===== config.mk =====
export PLATFORM = sky130hd
export DESIGN_NAME = sync_fifo
export DESIGN_NICKNAME = d
export VERILOG_FILES = /design/src/rtl/sync_fifo_pkg.sv /design/src/rtl/sync_fifo_mem.sv /design/src/rtl/sync_fifo.sv
export SDC_FILE = /design/constraint.sdc
export NUM_CORES = 1
export LEC_CHECK = 0
export ABC_CLOCK_PERIOD_IN_PS = 5450
export BUFFER_PORTS_ARGS = -buffer_cell sky130_fd_sc_hd__clkbuf_2
export CELL_PAD_IN_SITES_DETAIL_PLACEMENT = 1
export CELL_PAD_IN_SITES_GLOBAL_PLACEMENT = 2
export CORE_UTILIZATION = 46
export CTS_CLUSTER_SIZE = 10
export DETAILED_ROUTE_END_ITERATION = 10
export PLACE_DENSITY_LB_ADDON = 0.25
export SLEW_MARGIN = 20
export SYNTH_ARGS = -nofsm -noshare
export SYNTH_HDL_FRONTEND = slang
export SYNTH_SLANG_ARGS = --single-unit

===== constraint.sdc =====
create_clock -name i_clk -period 5.45 [get_ports i_clk]
set_input_delay 0.2725 -clock i_clk [delete_from_list [all_inputs] [get_ports i_clk]]
set_output_delay 0.2725 -clock i_clk [all_outputs]
set_load 0.005 [all_outputs]

===== src/rtl/sync_fifo_pkg.sv =====
// Shared types for the synchronous FWFT FIFO: the per-cycle occupancy operation
// derived from the accepted write/read strobes.
package sync_fifo_pkg;

   typedef enum logic [1:0] {
      OP_IDLE = 2'b00,
      OP_PUSH = 2'b01,
      OP_POP  = 2'b10,
      OP_BOTH = 2'b11
   } fifo_op_e;

   function automatic fifo_op_e fifo_op(input logic wr_acc, input logic rd_acc);
      return fifo_op_e'({rd_acc, wr_acc});
   endfunction

endpackage


===== src/rtl/sync_fifo_mem.sv =====
// Simple dual-port storage for sync_fifo: registered write, combinational read.
// Contents are intentionally not reset.
module sync_fifo_mem #(
   parameter int BW     = 8,
   parameter int LGFLEN = 4
) (
   input  logic              i_clk,
   input  logic              i_we,
   input  logic [LGFLEN-1:0] i_waddr,
   input  logic [BW-1:0]     i_wdata,
   input  logic [LGFLEN-1:0] i_raddr,
   output logic [BW-1:0]     o_rdata
);

   logic [BW-1:0] mem_q [0:(1<<LGFLEN)-1];

   always_ff @(posedge i_clk) begin
      if (i_we) begin
         mem_q[i_waddr] <= i_wdata;
      end
   end

   assign o_rdata = mem_q[i_raddr];

endmodule


===== src/rtl/sync_fifo.sv =====
// Single-clock first-word-fall-through FIFO with registered full/empty/fill.
// Optional sticky error outputs are enabled with SYNC_FIFO_ERRFLAGS_EN.
module sync_fifo
   import sync_fifo_pkg::*;
#(
   parameter int BW                = 8,
   parameter int LGFLEN            = 4,
   parameter int OPT_WRITE_ON_FULL = 0
) (
   input  logic              i_clk,
   input  logic              i_reset_n,
   input  logic              i_wr,
   input  logic [BW-1:0]     i_data,
   output logic              o_full,
   output logic [LGFLEN:0]   o_fill,
   input  logic              i_rd,
   output logic [BW-1:0]     o_data,
   output logic              o_empty
`ifdef SYNC_FIFO_ERRFLAGS_EN
   ,
   output logic              o_overflow,
   output logic              o_underflow
`endif
);

   localparam logic [LGFLEN:0] FULL_FILL = {1'b1, {LGFLEN{1'b0}}};
   localparam logic [LGFLEN:0] PTR_ONE   = {{LGFLEN{1'b0}}, 1'b1};

   logic [LGFLEN:0] wr_ptr_q, wr_ptr_d;
   logic [LGFLEN:0] rd_ptr_q, rd_ptr_d;
   logic [LGFLEN:0] fill_q, fill_d;
   logic            full_q, full_d;
   logic            empty_q, empty_d;
   logic            wr_acc, rd_acc;
   fifo_op_e        op;

   // A full FIFO can still take a write when the same cycle frees a slot.
   assign wr_acc = i_wr && (!full_q || ((OPT_WRITE_ON_FULL != 0) && i_rd));
   assign rd_acc = i_rd && !empty_q;
   assign op     = fifo_op(wr_acc, rd_acc);

   always_comb begin
      wr_ptr_d = wr_ptr_q;
      rd_ptr_d = rd_ptr_q;
      fill_d   = fill_q;
      if (wr_acc) begin
         wr_ptr_d = wr_ptr_q + PTR_ONE;
      end
      if (rd_acc) begin
         rd_ptr_d = rd_ptr_q + PTR_ONE;
      end
      unique case (op)
         OP_PUSH: fill_d = fill_q + PTR_ONE;
         OP_POP:  fill_d = fill_q - PTR_ONE;
         default: fill_d = fill_q;
      endcase
      full_d  = (fill_d == FULL_FILL);
      empty_d = (fill_d == '0);
   end

   always_ff @(posedge i_clk or negedge i_reset_n) begin
      if (!i_reset_n) begin
         wr_ptr_q <= '0;
         rd_ptr_q <= '0;
         fill_q   <= '0;
         full_q   <= 1'b0;
         empty_q  <= 1'b1;
      end else begin
         wr_ptr_q <= wr_ptr_d;
         rd_ptr_q <= rd_ptr_d;
         fill_q   <= fill_d;
         full_q   <= full_d;
         empty_q  <= empty_d;
      end
   end

   sync_fifo_mem #(
      .BW     (BW),
      .LGFLEN (LGFLEN)
   ) u_mem (
      .i_clk   (i_clk),
      .i_we    (wr_acc),
      .i_waddr (wr_ptr_q[LGFLEN-1:0]),
      .i_wdata (i_data),
      .i_raddr (rd_ptr_q[LGFLEN-1:0]),
      .o_rdata (o_data)
   );

   assign o_full  = full_q;
   assign o_empty = empty_q;
   assign o_fill  = fill_q;

`ifdef SYNC_FIFO_ERRFLAGS_EN
   logic overflow_q, overflow_d;
   logic underflow_q, underflow_d;

   always_comb begin
      overflow_d  = overflow_q  || (i_wr && !wr_acc);
      underflow_d = underflow_q || (i_rd && empty_q);
   end

   always_ff @(posedge i_clk or negedge i_reset_n) begin
      if (!i_reset_n) begin
         overflow_q  <= 1'b0;
         underflow_q <= 1'b0;
      end else begin
         overflow_q  <= overflow_d;
         underflow_q <= underflow_d;
      end
   end

   assign o_overflow  = overflow_q;
   assign o_underflow = underflow_q;
`endif

endmodule


# ---- Yosys cells after proc, flatten, opt, wreduce, memory -nomap -nowiden
# Memory sizes are Yosys's and may differ from the RTL's.
# Index checks and enable logic that the tools add are counted.
# Widths: inputs -> output; s select.
dict set report word_totals {
  mem_bits_rw 128
  reg_bits 17
  word_cells 21
  memories 1
}
dict set report classes {
  n_reduce_logical 5
  n_mux 3
  add_sub_neg 4
  n_eq_ne 3
}
# name depth width read_ports rd_ports_with_merged_regs write_ports line_no
set memory_table {}
lappend memory_table {u_mem.mem_q 16 8 1 0 1 sync_fifo_mem.sv:15} ;# logic [BW-1:0] mem_q [0:(1<<LGFLEN)-1];
# op n
set ops {}
lappend ops {{$add 5x1->5 const B} 3}
lappend ops {{$pmux 5 s2} 1}
lappend ops {{$eq 5x5->1 const B} 1}
lappend ops {{$logic_not 5->1} 1}
lappend ops {{$sub 5x1->5 const B} 1}
lappend ops {{$eq 2x1->1 const B} 1}
lappend ops {{$eq 2x2->1 const B} 1}
lappend ops {{$logic_and 1x1->1} 2}
lappend ops {{$logic_not 1->1} 2}
lappend ops {{$mux 1} 2}

# ---- Longest topological paths before layout
# Gate-level depths: netlist of run 1.
dict set report logic_depth {
  word_depth 5
  depth_mapped 12
  ltp_nobuf 10
}

# ---- By module
# A second synthesis of run 1 with hierarchy kept.
dict set report unflattened {
  hier_cells 296
  area_unflattened_um2 5825.6
}
# mod instances cells_each seq_area_each_um2 area_each_um2
set by_module_without_submodules {}
lappend by_module_without_submodules {sync_fifo_mem 1 221 3843.7 4987.3}
lappend by_module_without_submodules {sync_fifo 1 75 376.6 838.3}

# ---- Worst setup path before layout of run 1
# OpenSTA, ideal clock, no wires.
dict set report synth_path {
  kind {reg2reg}
  from {register full_q, in the netlist o_full}
  to {register full_q, in the netlist o_full}
  arrival_ns 2.339
  t_required_ns 5.362
  n_path_buf 2
  setup_ns 0.088
  slack_ns 3.023
  stages_incl_launch_ff 13
  cell_sequence {dfrtp_1 -> nor2b_1 -> clkbuf_1 -> inv_1 -> ha_1 -> buf_2 -> xor2_1 -> ha_1 -> a21oi_1 -> xnor2_1 -> nor4bb_1 -> a21oi_1 -> nor3b_1}
}
dict set report synth_via {
  elab_chain_len 5
  elab_cells_between_ends 6
  cone_classes {3 x eq/ne; 1 x mux; 2 x reduce/logical}
}
# item line_no
set synth_rtl {}
lappend synth_rtl {{start, declared} sync_fifo.sv:32} ;# logic full_q, full_d;
lappend synth_rtl {{start signal, assigned} sync_fifo.sv:72} ;# full_q <= full_d;
lappend synth_rtl {{$logic_not 1->1 (*)} sync_fifo.sv:38} ;# assign wr_acc = i_wr && (!full_q || ((OPT_WRITE_ON_FULL != 0) && i_rd));
lappend synth_rtl {{$logic_and 1x1->1 (*)} sync_fifo.sv:38}
lappend synth_rtl {{$eq 2x2->1 / $eq 2x1->1 (equally long branches)} sync_fifo.sv:52} ;# unique case (op)
lappend synth_rtl {{$pmux 5 s2 (*)} sync_fifo.sv:52}
lappend synth_rtl {{$eq 5x5->1 (*)} sync_fifo.sv:57} ;# full_d = (fill_d == FULL_FILL);
lappend synth_rtl {{named net full_d} sync_fifo.sv:32}
# The timed path passes the listed nets; every way through them passes the cells marked *.
# A chain may end at the register's enable or synchronous reset.

# ---- Final worst setup path of run 1
dict set report layout_path {
  from {register rd_ptr_q[0]}
  to {output o_data[3]}
}
dict set report layout_via {
  elab_chain_len 1
}
# item line_no
set layout_rtl {}
lappend layout_rtl {{start, declared} sync_fifo.sv:30} ;# logic [LGFLEN:0] rd_ptr_q, rd_ptr_d;
lappend layout_rtl {{start signal, assigned} sync_fifo.sv:70} ;# rd_ptr_q <= rd_ptr_d;
lappend layout_rtl {{$mem_v2 16x8} --}
lappend layout_rtl {{end, declared} sync_fifo.sv:17} ;# output logic [BW-1:0] o_data,
# No other way between the ends.

==> flow_metrics.env, run 1 <==
export IMPL_synth_top_area_frac=0.651
export IMPL_holdWs_ns=0.274
export IMPL_worst_pin_slew_ns=1.05
export IMPL_vias=2730
export IMPL_hpwl_um=7140
export IMPL_grt_setup_unrepaired="false"
export IMPL_final_nets=330
export IMPL_fin_crit_sh=0.570
export IMPL_final_hold_viol_count=0
export IMPL_hold_path_class="primary input to flip-flop"
export IMPL_cts_sinks=143
export IMPL_areaGrowthSynthToFinish_pct=15.0
export IMPL_synth_fa_ha_area_frac=0.0170
export IMPL_cts_hold_buffers=1
export IMPL_synth_nets=300
export IMPL_synth_seq_cells=143
export IMPL_cts_tree="done"
export IMPL_yosys_area_share_simple=0.0443
export IMPL_crit_fanout=35
export IMPL_powerDensity_nw_per_um2=538
export IMPL_routedWlPerCell_um=24.8
export IMPL_worstRegToRegCells=10
export IMPL_syn_area_um2=5900
export IMPL_netlist_top_cell_by_area="edfxtp_1"
export IMPL_ys_warn_count=0
export IMPL_rows=41
export IMPL_peakVddDrop_mv=0.232
export IMPL_crit_path_end_kind="output port"
export IMPL_globalplace_congestion=0.754
export IMPL_cap_violations=0
export IMPL_hold_path_startpoint="i_data[5]"
export IMPL_setup_worst_path_start_class="flip-flop"
export IMPL_grt_usage=0.205
export IMPL_cts_setup_buffers=0
export IMPL_hold_depth=1
export IMPL_cts_htree_levels=4
export IMPL_leakagePower_uw=0.00237
export IMPL_min_period_ns=3.11
export IMPL_gr_total_overflow=0
export IMPL_path_buf_inv=1
export IMPL_clock_path_buffers=2
export IMPL_yosysSeqAreaShare=0.715
export IMPL_design_die_area_um2=13300
export IMPL_r2r_end="o_full"
export IMPL_setup_tns_ns=0
export IMPL_setup_viol=0
export IMPL_clk_pin_slew_ns=0.06
export IMPL_core_area_um2=12600
export IMPL_synth_area_per_cell_um2=21.1
export IMPL_synth_xor_area_frac=0.0163
export IMPL_grt_max_degree=36
export IMPL_place_inst=462
export IMPL_ant_nets=0
export IMPL_crit_type="flip-flop to output port"
export IMPL_root_buffer="clkbuf_16"
export IMPL_grt_antenna_before_repair=0
export IMPL_slowest_delay_ns=1.05
export IMPL_slew_headroom=0.303
export IMPL_instances_no_fill=495
export IMPL_num_antenna_cells=0
export IMPL_start_util=0.470
export IMPL_die_w_um=115
export IMPL_finClkSkew_ns=0.00617
export IMPL_drt_iter0_drc=259
export IMPL_synth_area_leaders="edfxtp_1 (65%), mux4_1 (13%), dfrtp_1 (5.9%)"
export IMPL_final_common_cell="edfxtp_1"
export IMPL_cts_buffers=17
export IMPL_clock_latency_ns=0.42
export IMPL_drive_gt1_frac=0.217
export IMPL_hold_path_end="u_mem.mem_q[10][5]"
export IMPL_synth_compound_area_frac=0.0138
export IMPL_cp_arrival_ns=2.84
export IMPL_cp_cell_sequence="mux4_1, mux4_2, clkbuf_2"
export IMPL_drc=0
export IMPL_slowest_stage="dfrtp_2"
export IMPL_syn_inst=280
export IMPL_chipHeight_um=115
export IMPL_io_buffer_count=26
export IMPL_drt_pass1_iter_count=4
export IMPL_max_freq_mhz=322
export IMPL_critPathRequiredTime_ns=5.18
export IMPL_mostFrequentLayoutCells="edfxtp_1 (128), mux4_1 (30), clkbuf_2 (26), and2_1 (17), clkbuf_16 (17)"
export IMPL_grt_pass1_wl_um=17900
export IMPL_synth_top_family_by_area="multiplexers"
export IMPL_yosysUniqueCellTypes=36
export IMPL_r2r_start="o_full"
export IMPL_io_pins=27
export IMPL_reg2reg_slack_ns=2.62
export IMPL_wl_um=12300
export IMPL_grt_pass1_vias=2840
export IMPL_cts_resized=0
export IMPL_via_per_inst=5.52
export IMPL_path_delay_family="multiplexers"
export IMPL_drv_slew=0
export IMPL_outcome="finished, final reports clean"
export IMPL_synth_area_mux_share=0.175
## cell families (layout without fill, tap and decap cells)
logic type / after synthesis / in the layout
DFF: 143 / 143
and+or+nand+nor: 45 / 45
muxes: 42 / 42
buffers and inverters: 19 / 62
AOI/OAI and AO/OA: 12 / 12
xor gates and xnor gates: 11 / 11
adders and majority gates: 8 / 8
## stage by stage
step	setup WS [ns]	power, uW	area, um^2	util
2_1_floorplan	3.02	2180	5900	-
3_3_place_gp	2.74	2440	6150	0.490
3_5_place_dp	2.68	2470	6150	0.490
4_1_cts	2.34	3690	6790	0.540
5_1_grt	2.24	3820	6790	0.540
6_report	2.34	3650	6790	0.540
## flip-flops by register name (all words and copies together), names as in the netlist
register     count
rd_ptr_q         4
o_empty          1
wr_ptr_q         4
o_fill           5
u_mem.mem_q    128
o_full           1
## worst max-delay path by stage
stage | from | endpoint | slack [ns] | cells after the start
final | rd_ptr_q[0] | o_data[3] | 2.34 | 3
after global routing | rd_ptr_q[0] | o_data[3] | 2.24 | 3
after CTS | rd_ptr_q[0] | o_data[3] | 2.34 | 3
after detailed placement | o_full | o_full | 2.68 | 10
after global placement | o_full | o_full | 2.74 | 10
after floorplan | o_full | o_full | 3.02 | 12
## final cells by class
class,count,area (um^2)
clock buffer,17,425
clock inverter,15,199
fill,1099,5780
inverter,3,11.3
multi-input combinational,118,1580
sequential,143,4220
tap,172,215
timing repair buffer,27,140
## Yosys cell counts (all sizes together)
library cell	count
edfxtp	128
mux4	40
and2	17
dfrtp	14
buf	8
clkbuf	8
ha	8
xnor2	8
nand2	6
nor2b	5
nor2	4
inv	3
nor3	3
nor3b	3
o21ai	3
xor2	3
a21oi	2
mux2	2
nand4	2
a211o	1
a221oi	1
a31oi	1
and3	1
and3b	1
dfstp	1
nand2b	1
nand3	1
nor4bb	1
o211ai	1
o21a	1
o221ai	1
o22a	1
## worst register-to-register path, delay by kind of cell, from the launching register on
| family | cells | cell delay [ns] |
|---|---|---|
| flops | 1 | 0.38 |
| buf+inv | 1 | 0.17 |
| simple gates | 2 | 0.63 |
| compound gates | 3 | 0.52 |
| fa+ha+maj | 2 | 0.59 |
| xor+xnor | 2 | 0.46 |
## layer usage
layer,track usage,vias up,part of all wire
li1,-,1231,-
met1,0.278,1437,0.46
met2,0.324,48,0.50
met3,0.0511,14,0.030
met4,0.0753,0,0.012
met5,0,-,0
## where the power goes
group          total (uW)  switching, uW  internal (uW)
Combinational         836            348            488
Clock                1220            422            800
Sequential           1590            243           1350
No activity file was read; power rests on OpenSTA's default activity.
==> run 2: changes to the inputs <==
--- a/config.mk
+++ b/config.mk
@@ -5,11 +5,12 @@
 export SDC_FILE = /design/constraint.sdc
 export NUM_CORES = 1
 export LEC_CHECK = 0
-export ABC_CLOCK_PERIOD_IN_PS = 5450
+export ABC_AREA = 1
+export ABC_CLOCK_PERIOD_IN_PS = 2600
 export BUFFER_PORTS_ARGS = -buffer_cell sky130_fd_sc_hd__clkbuf_2
 export CELL_PAD_IN_SITES_DETAIL_PLACEMENT = 1
 export CELL_PAD_IN_SITES_GLOBAL_PLACEMENT = 2
-export CORE_UTILIZATION = 46
+export CORE_UTILIZATION = 38
 export CTS_CLUSTER_SIZE = 10
 export DETAILED_ROUTE_END_ITERATION = 10
 export PLACE_DENSITY_LB_ADDON = 0.25
==> constraint.sdc (replaced) <==
create_clock -name i_clk -period 2.6 [get_ports i_clk]
set_input_delay 0.13 -clock i_clk [delete_from_list [all_inputs] [get_ports i_clk]]
set_output_delay 0.13 -clock i_clk [all_outputs]
set_load 0.005 [all_outputs]
==> flow_metrics.env, run 2 <==
export IMPL_drive_gt1_frac=0.154
export IMPL_synth_top_family_by_area="simple AND/OR/NAND/NOR gates"
export IMPL_ys_top_cells_by_count="edfxtp_1 (128), nor2_1 (115), o21ai_0 (60), nand2_1 (39), o211ai_1 (32)"
export IMPL_leakagePower_uw=0.00250
export IMPL_globalplace_congestion=0.783
export IMPL_synth_top_area_frac=0.645
export IMPL_ys_warn_count=0
export IMPL_yosysUniqueCellTypes=25
export IMPL_crit_type="flip-flop to output port"
export IMPL_drc=0
export IMPL_crit_path_end_kind="output port"
export IMPL_cts_buffers=17
export IMPL_rows=45
export IMPL_holdWs_ns=0.160
export IMPL_via_per_inst=5.10
export IMPL_p_comb_frac=0.351
export IMPL_synth_seq_cells=143
export IMPL_p_int_uw=5070
export IMPL_critPathRequiredTime_ns=2.47
export IMPL_seq_power_share=0.380
export IMPL_final_nets=561
export IMPL_grt_pass1_wl_um=23000
export IMPL_r2r_start="o_full"
export IMPL_drt_iter0_drc=267
export IMPL_clock_latency_ns=0.42
export IMPL_grt_usage=0.198
export IMPL_cts_tree="done"
export IMPL_syn_area_um2=5960
export IMPL_root_buffer="clkbuf_16"
export IMPL_peakVddDrop_mv=0.510
export IMPL_worst_pin_slew_ns=0.664
export IMPL_p_switching_uw=2940
export IMPL_cts_hold_buffers=1
export IMPL_final_area_um2=6960
export IMPL_die_w_um=127
export IMPL_setup_viol=0
export IMPL_cp_cell_sequence="buf_4, o21ai_0, o211ai_1, o211ai_1, nand2_1, clkbuf_2"
export IMPL_io_pins=27
export IMPL_yosysMostFrequentCell="edfxtp_1"
export IMPL_top_register="u_mem.mem_q"
export IMPL_powerDensity_nw_per_um2=1150
export IMPL_reg2reg_slack_ns=0.45
export IMPL_cap_violations=0
export IMPL_worstRegToRegCells=13
export IMPL_grt_pass1_vias=4118
export IMPL_clk_pin_slew_ns=0.05
export IMPL_routedWlPerCell_um=19.1
export IMPL_synth_edf_count=128
export IMPL_p_clk_frac=0.269
export IMPL_drv_slew=0
export IMPL_setup_worst_path_start_class="flip-flop"
export IMPL_cts_resized=0
export IMPL_hpwl_um=8940
export IMPL_mostFrequentLayoutCells="edfxtp_1 (128), nor2_1 (115), o21ai_0 (60), nand2_1 (39), o211ai_1 (32)"
export IMPL_final_hold_viol_count=0
export IMPL_dpl_instance_area_um2=6430
export IMPL_hold_path_class="primary input to async pin"
export IMPL_instances_no_fill=764
export IMPL_largest_register_ffs=128
export IMPL_cts_sinks=143
export IMPL_synth_area_per_cell_um2=12.0
export IMPL_yosys_area_share_simple=0.123
export IMPL_drt_pass1_iter_count=4
export IMPL_cts_setup_buffers=0
export IMPL_vias=3899
export IMPL_synth_nets=515
export IMPL_slowest_stage="buf_4"
export IMPL_place_inst=732
export IMPL_core_area_um2=15300
export IMPL_design_die_area_um2=16200
export IMPL_r2r_end="o_full"
export IMPL_areaGrowthSynthToFinish_pct=16.7
export IMPL_slowest_delay_ns=0.55
export IMPL_synth_xor_area_frac=0.0103
export IMPL_synth_ff_type="edfxtp_1"
export IMPL_outcome="finished, final reports clean"
export IMPL_synth_area_mux_share=0.00189
export IMPL_finClkSkew_ns=0.00807
export IMPL_synth_fa_ha_area_frac=0.0168
export IMPL_synth_compound_area_frac=0.104
export IMPL_grt_setup_unrepaired="false"
export IMPL_num_antenna_cells=0
export IMPL_fin_crit_sh=0.915
export IMPL_wl_um=14600
export IMPL_max_freq_mhz=420
export IMPL_clock_path_buffers=2
export IMPL_crit_fanout=67
export IMPL_slew_headroom=0.557
export IMPL_yosysSeqAreaShare=0.708
export IMPL_gr_total_overflow=0
export IMPL_start_util=0.391
export IMPL_chipHeight_um=127
export IMPL_setup_tns_ns=0
export IMPL_io_buffer_count=26
export IMPL_p_sw_frac=0.367
export IMPL_crit_path_frequent_cell="o211ai_1"
export IMPL_final_util=0.456
export IMPL_async_reset_ff_frac=0.105
export IMPL_cp_arrival_ns=2.25
export IMPL_min_period_ns=2.38
export IMPL_grt_max_degree=68
export IMPL_syn_inst=495
export IMPL_netlist_top_cell_by_area="edfxtp_1"
export IMPL_ant_nets=0
export IMPL_cts_htree_levels=4
export IMPL_final_common_cell="edfxtp_1"
export IMPL_synth_area_leaders="edfxtp_1 (64%), nor2_1 (7.2%), dfrtp_1 (5.9%)"
export IMPL_grt_antenna_before_repair=0
==> run 2: worst max path at each step <==
stage                            from         to  slack, ns  depth (start not counted)
final                     rd_ptr_q[0]  o_data[3]       0.22                          6
after global routing      rd_ptr_q[0]  o_data[3]       0.01                          6
after CTS                 rd_ptr_q[0]  o_data[3]       0.18                          6
after detailed placement       o_full     o_full       0.42                         13
after floorplan                o_full     o_full       0.49                         13
after global placement         o_full     o_full       0.51                         13
==> run 2: stage by stage <==
stage | total power, uW | worst slack [ns]
floorplan | 4870 | 0.489
global placement | 5850 | 0.506
detailed placement | 5940 | 0.418
CTS | 8120 | 0.181
global route | 8570 | 0.0106
finish | 8010 | 0.221
==> run 2: cell type report <==
cell class              instances  area, um^2
well taps                     211         264
inverters                      22        85.1
clock inverters                10        72.6
fillers                      1618        8300
clock buffers                  21         440
repair buffers                 51         345
flip-flops and latches        143        4220
multi-input cells             306        1530
==> run 2: routing by layer <==
layer / GRT usage / vias up / wire (um)
met5: 0 / - / 0
met4: 0.0686 / 0 / 171
met3: 0.0490 / 15 / 525
met2: 0.333 / 65 / 7230
met1: 0.250 / 1971 / 6660
li1: - / 1848 / -
==> run 2: worst max-delay path, delay by kind of cell (launching register included) <==
kind / cells / cell delay [ns]
and+or+nand+nor: 1 / 0.17
AOI/OAI and AO/OA: 3 / 0.58
DFF: 1 / 0.38
buffers and inverters: 2 / 0.69
==> run 2: kinds of logic (layout without fill, tap and decap cells) <==
kind of cell,Yosys count,after routing
flops,143,143
fa+ha+maj,8,8
xor+xnor,7,7
simple gates,182,182
compound gates,108,108
buf+inv,46,104
mux,1,1
==> run 2: power by group through the flow <==
stage / Combinational, uW / Clock, uW / Sequential (uW)
floorplan: 1860 / 0 / 3010
global placement: 2770 / 0 / 3080
detailed placement: 2850 / 0 / 3090
CTS: 2880 / 2200 / 3050
global route: 3190 / 2300 / 3090
finish: 2810 / 2150 / 3040
==> run 3: changes to the inputs <==
--- a/config.mk
+++ b/config.mk
@@ -14,6 +14,7 @@
 export CTS_CLUSTER_SIZE = 10
 export DETAILED_ROUTE_END_ITERATION = 10
 export PLACE_DENSITY_LB_ADDON = 0.25
+export RECOVER_POWER = 50
 export SLEW_MARGIN = 20
 export SYNTH_ARGS = -nofsm -noshare
 export SYNTH_HDL_FRONTEND = slang
==> flow_metrics.env, run 3 (same netlist as run 2, synthesis figures left out) <==
export IMPL_largest_register_ffs=128
export IMPL_cts_htree_levels=4
export IMPL_hpwl_um=8940
export IMPL_cts_sinks=143
export IMPL_instances_no_fill=764
export IMPL_peakVddDrop_mv=0.510
export IMPL_r2r_end="o_full"
export IMPL_grt_max_degree=68
export IMPL_drt_iter0_drc=245
export IMPL_hold_path_end="rd_ptr_q[3]"
export IMPL_io_pins=27
export IMPL_clock_latency_ns=0.42
export IMPL_cp_cell_sequence="buf_4, o21ai_0, o211ai_1, o211ai_1, nand2_1, clkbuf_2"
export IMPL_vias=3906
export IMPL_worstRegToRegCells=13
export IMPL_grt_pass1_wl_um=23000
export IMPL_slowest_stage="buf_4"
export IMPL_min_period_ns=2.39
export IMPL_crit_fanout=67
export IMPL_via_per_inst=5.11
export IMPL_crit_path_frequent_cell="o211ai_1"
export IMPL_path_delay_family="buffers and inverters"
export IMPL_root_buffer="clkbuf_16"
export IMPL_final_nets=561
export IMPL_worst_pin_slew_ns=0.864
export IMPL_top_register="u_mem.mem_q"
export IMPL_finClkSkew_ns=0.00807
export IMPL_start_util=0.391
export IMPL_final_hold_viol_count=0
export IMPL_nFillCells=1624
export IMPL_reg2reg_slack_ns=0.43
export IMPL_powerDensity_nw_per_um2=1150
export IMPL_holdWs_ns=0.213
export IMPL_hold_path_class="primary input to flip-flop"
export IMPL_fin_crit_sh=0.920
export IMPL_rows=45
export IMPL_crit_type="flip-flop to output port"
export IMPL_drv_slew=0
export IMPL_design_die_area_um2=16200
export IMPL_io_buffer_count=26
export IMPL_slew_headroom=0.424
export IMPL_ant_nets=0
export IMPL_cap_violations=0
export IMPL_cts_buffers=17
export IMPL_critPathRequiredTime_ns=2.47
export IMPL_leakagePower_uw=0.00247
export IMPL_setup_worst_path_start_class="flip-flop"
export IMPL_r2r_start="o_full"
export IMPL_grt_usage=0.198
export IMPL_crit_path_end_kind="output port"
export IMPL_outcome="finished, final reports clean"
export IMPL_cts_tree="done"
export IMPL_slowest_delay_ns=0.55
export IMPL_gr_total_overflow=0
export IMPL_hold_depth=6
export IMPL_wl_um=14700
export IMPL_cp_arrival_ns=2.26
export IMPL_path_buf_inv=2
export IMPL_grt_antenna_before_repair=0
export IMPL_final_common_cell="edfxtp_1"
export IMPL_grt_pass1_vias=4118
export IMPL_core_area_um2=15300
export IMPL_routedWlPerCell_um=19.2
export IMPL_mostFrequentLayoutCells="edfxtp_1 (128), nor2_1 (116), o21ai_0 (60), nand2_1 (39), o211ai_1 (32)"
export IMPL_cts_setup_buffers=0
export IMPL_drc=0
export IMPL_clk_pin_slew_ns=0.05
export IMPL_globalplace_congestion=0.783
export IMPL_clock_path_buffers=2
export IMPL_drt_pass1_iter_count=4
export IMPL_areaGrowthSynthToFinish_pct=16.4
export IMPL_place_inst=732
export IMPL_num_antenna_cells=0
export IMPL_hold_path_startpoint="i_rd"
export IMPL_setup_tns_ns=0
export IMPL_chipHeight_um=127
export IMPL_setup_viol=0
export IMPL_max_freq_mhz=418
export IMPL_drive_gt1_frac=0.132
export IMPL_grt_setup_unrepaired="false"
export IMPL_die_w_um=127
[run 3: worst max-delay path by stage]
| stage | from | to | slack, ns | cells past startpoint |
|---|---|---|---|---|
| after floorplan | o_full | o_full | 0.49 | 13 |
| after global placement | o_full | o_full | 0.51 | 13 |
| after detailed placement | o_full | o_full | 0.42 | 13 |
| after CTS | rd_ptr_q[0] | o_data[3] | 0.18 | 6 |
| after global routing | rd_ptr_q[0] | o_data[3] | 0.01 | 6 |
| final | rd_ptr_q[0] | o_data[3] | 0.21 | 6 |
[run 3: what timing repair did]
item / CTS / global route
gates resized for setup: 0 / 0
hold endpoints to repair: 15 / 0
hold buffers: 1 / 0
[run 3: layout make-up]
cell class	instances	area, um^2	share of cell area
timing repair buffer	51	329	0.0474
tap	211	264	0.0381
clock inverter	10	72.6	0.0105
clock buffer	21	440	0.0635
inverter	22	85.1	0.0123
sequential	143	4220	0.609
multi-input combinational	306	1520	0.220
[run 3: worst min-delay path: cells and delay by family]
kind | cells | cell delay (ns)
XOR/XNOR | 1 | 0.06
buffers and inverters | 3 | 0.27
AND/OR/NAND/NOR | 2 | 0.13
[run 3: power breakdown]
part,internal (uW),switching [uW]
Clock,1290,864
Combinational,934,1870
Sequential,2850,200
Total,5060,2940
[run 3: layer usage]
| metal | share of wire | global-route usage |
|---|---|---|
| met1 | 0.46 | 0.250 |
| met5 | 0 | 0 |
| met2 | 0.49 | 0.333 |
| met3 | 0.032 | 0.0490 |
| met4 | 0.013 | 0.0686 |
[run 3: through the flow]
step	area (um^2)	setup WS [ns]	total power (uW)	utilization
2_1_floorplan	5960	0.489	4870	-
3_3_place_gp	6430	0.506	5850	0.422
3_5_place_dp	6430	0.418	5940	0.422
4_1_cts	6960	0.181	8120	0.456
5_1_grt	6940	0.0106	8570	0.455
6_report	6940	0.207	8000	0.455
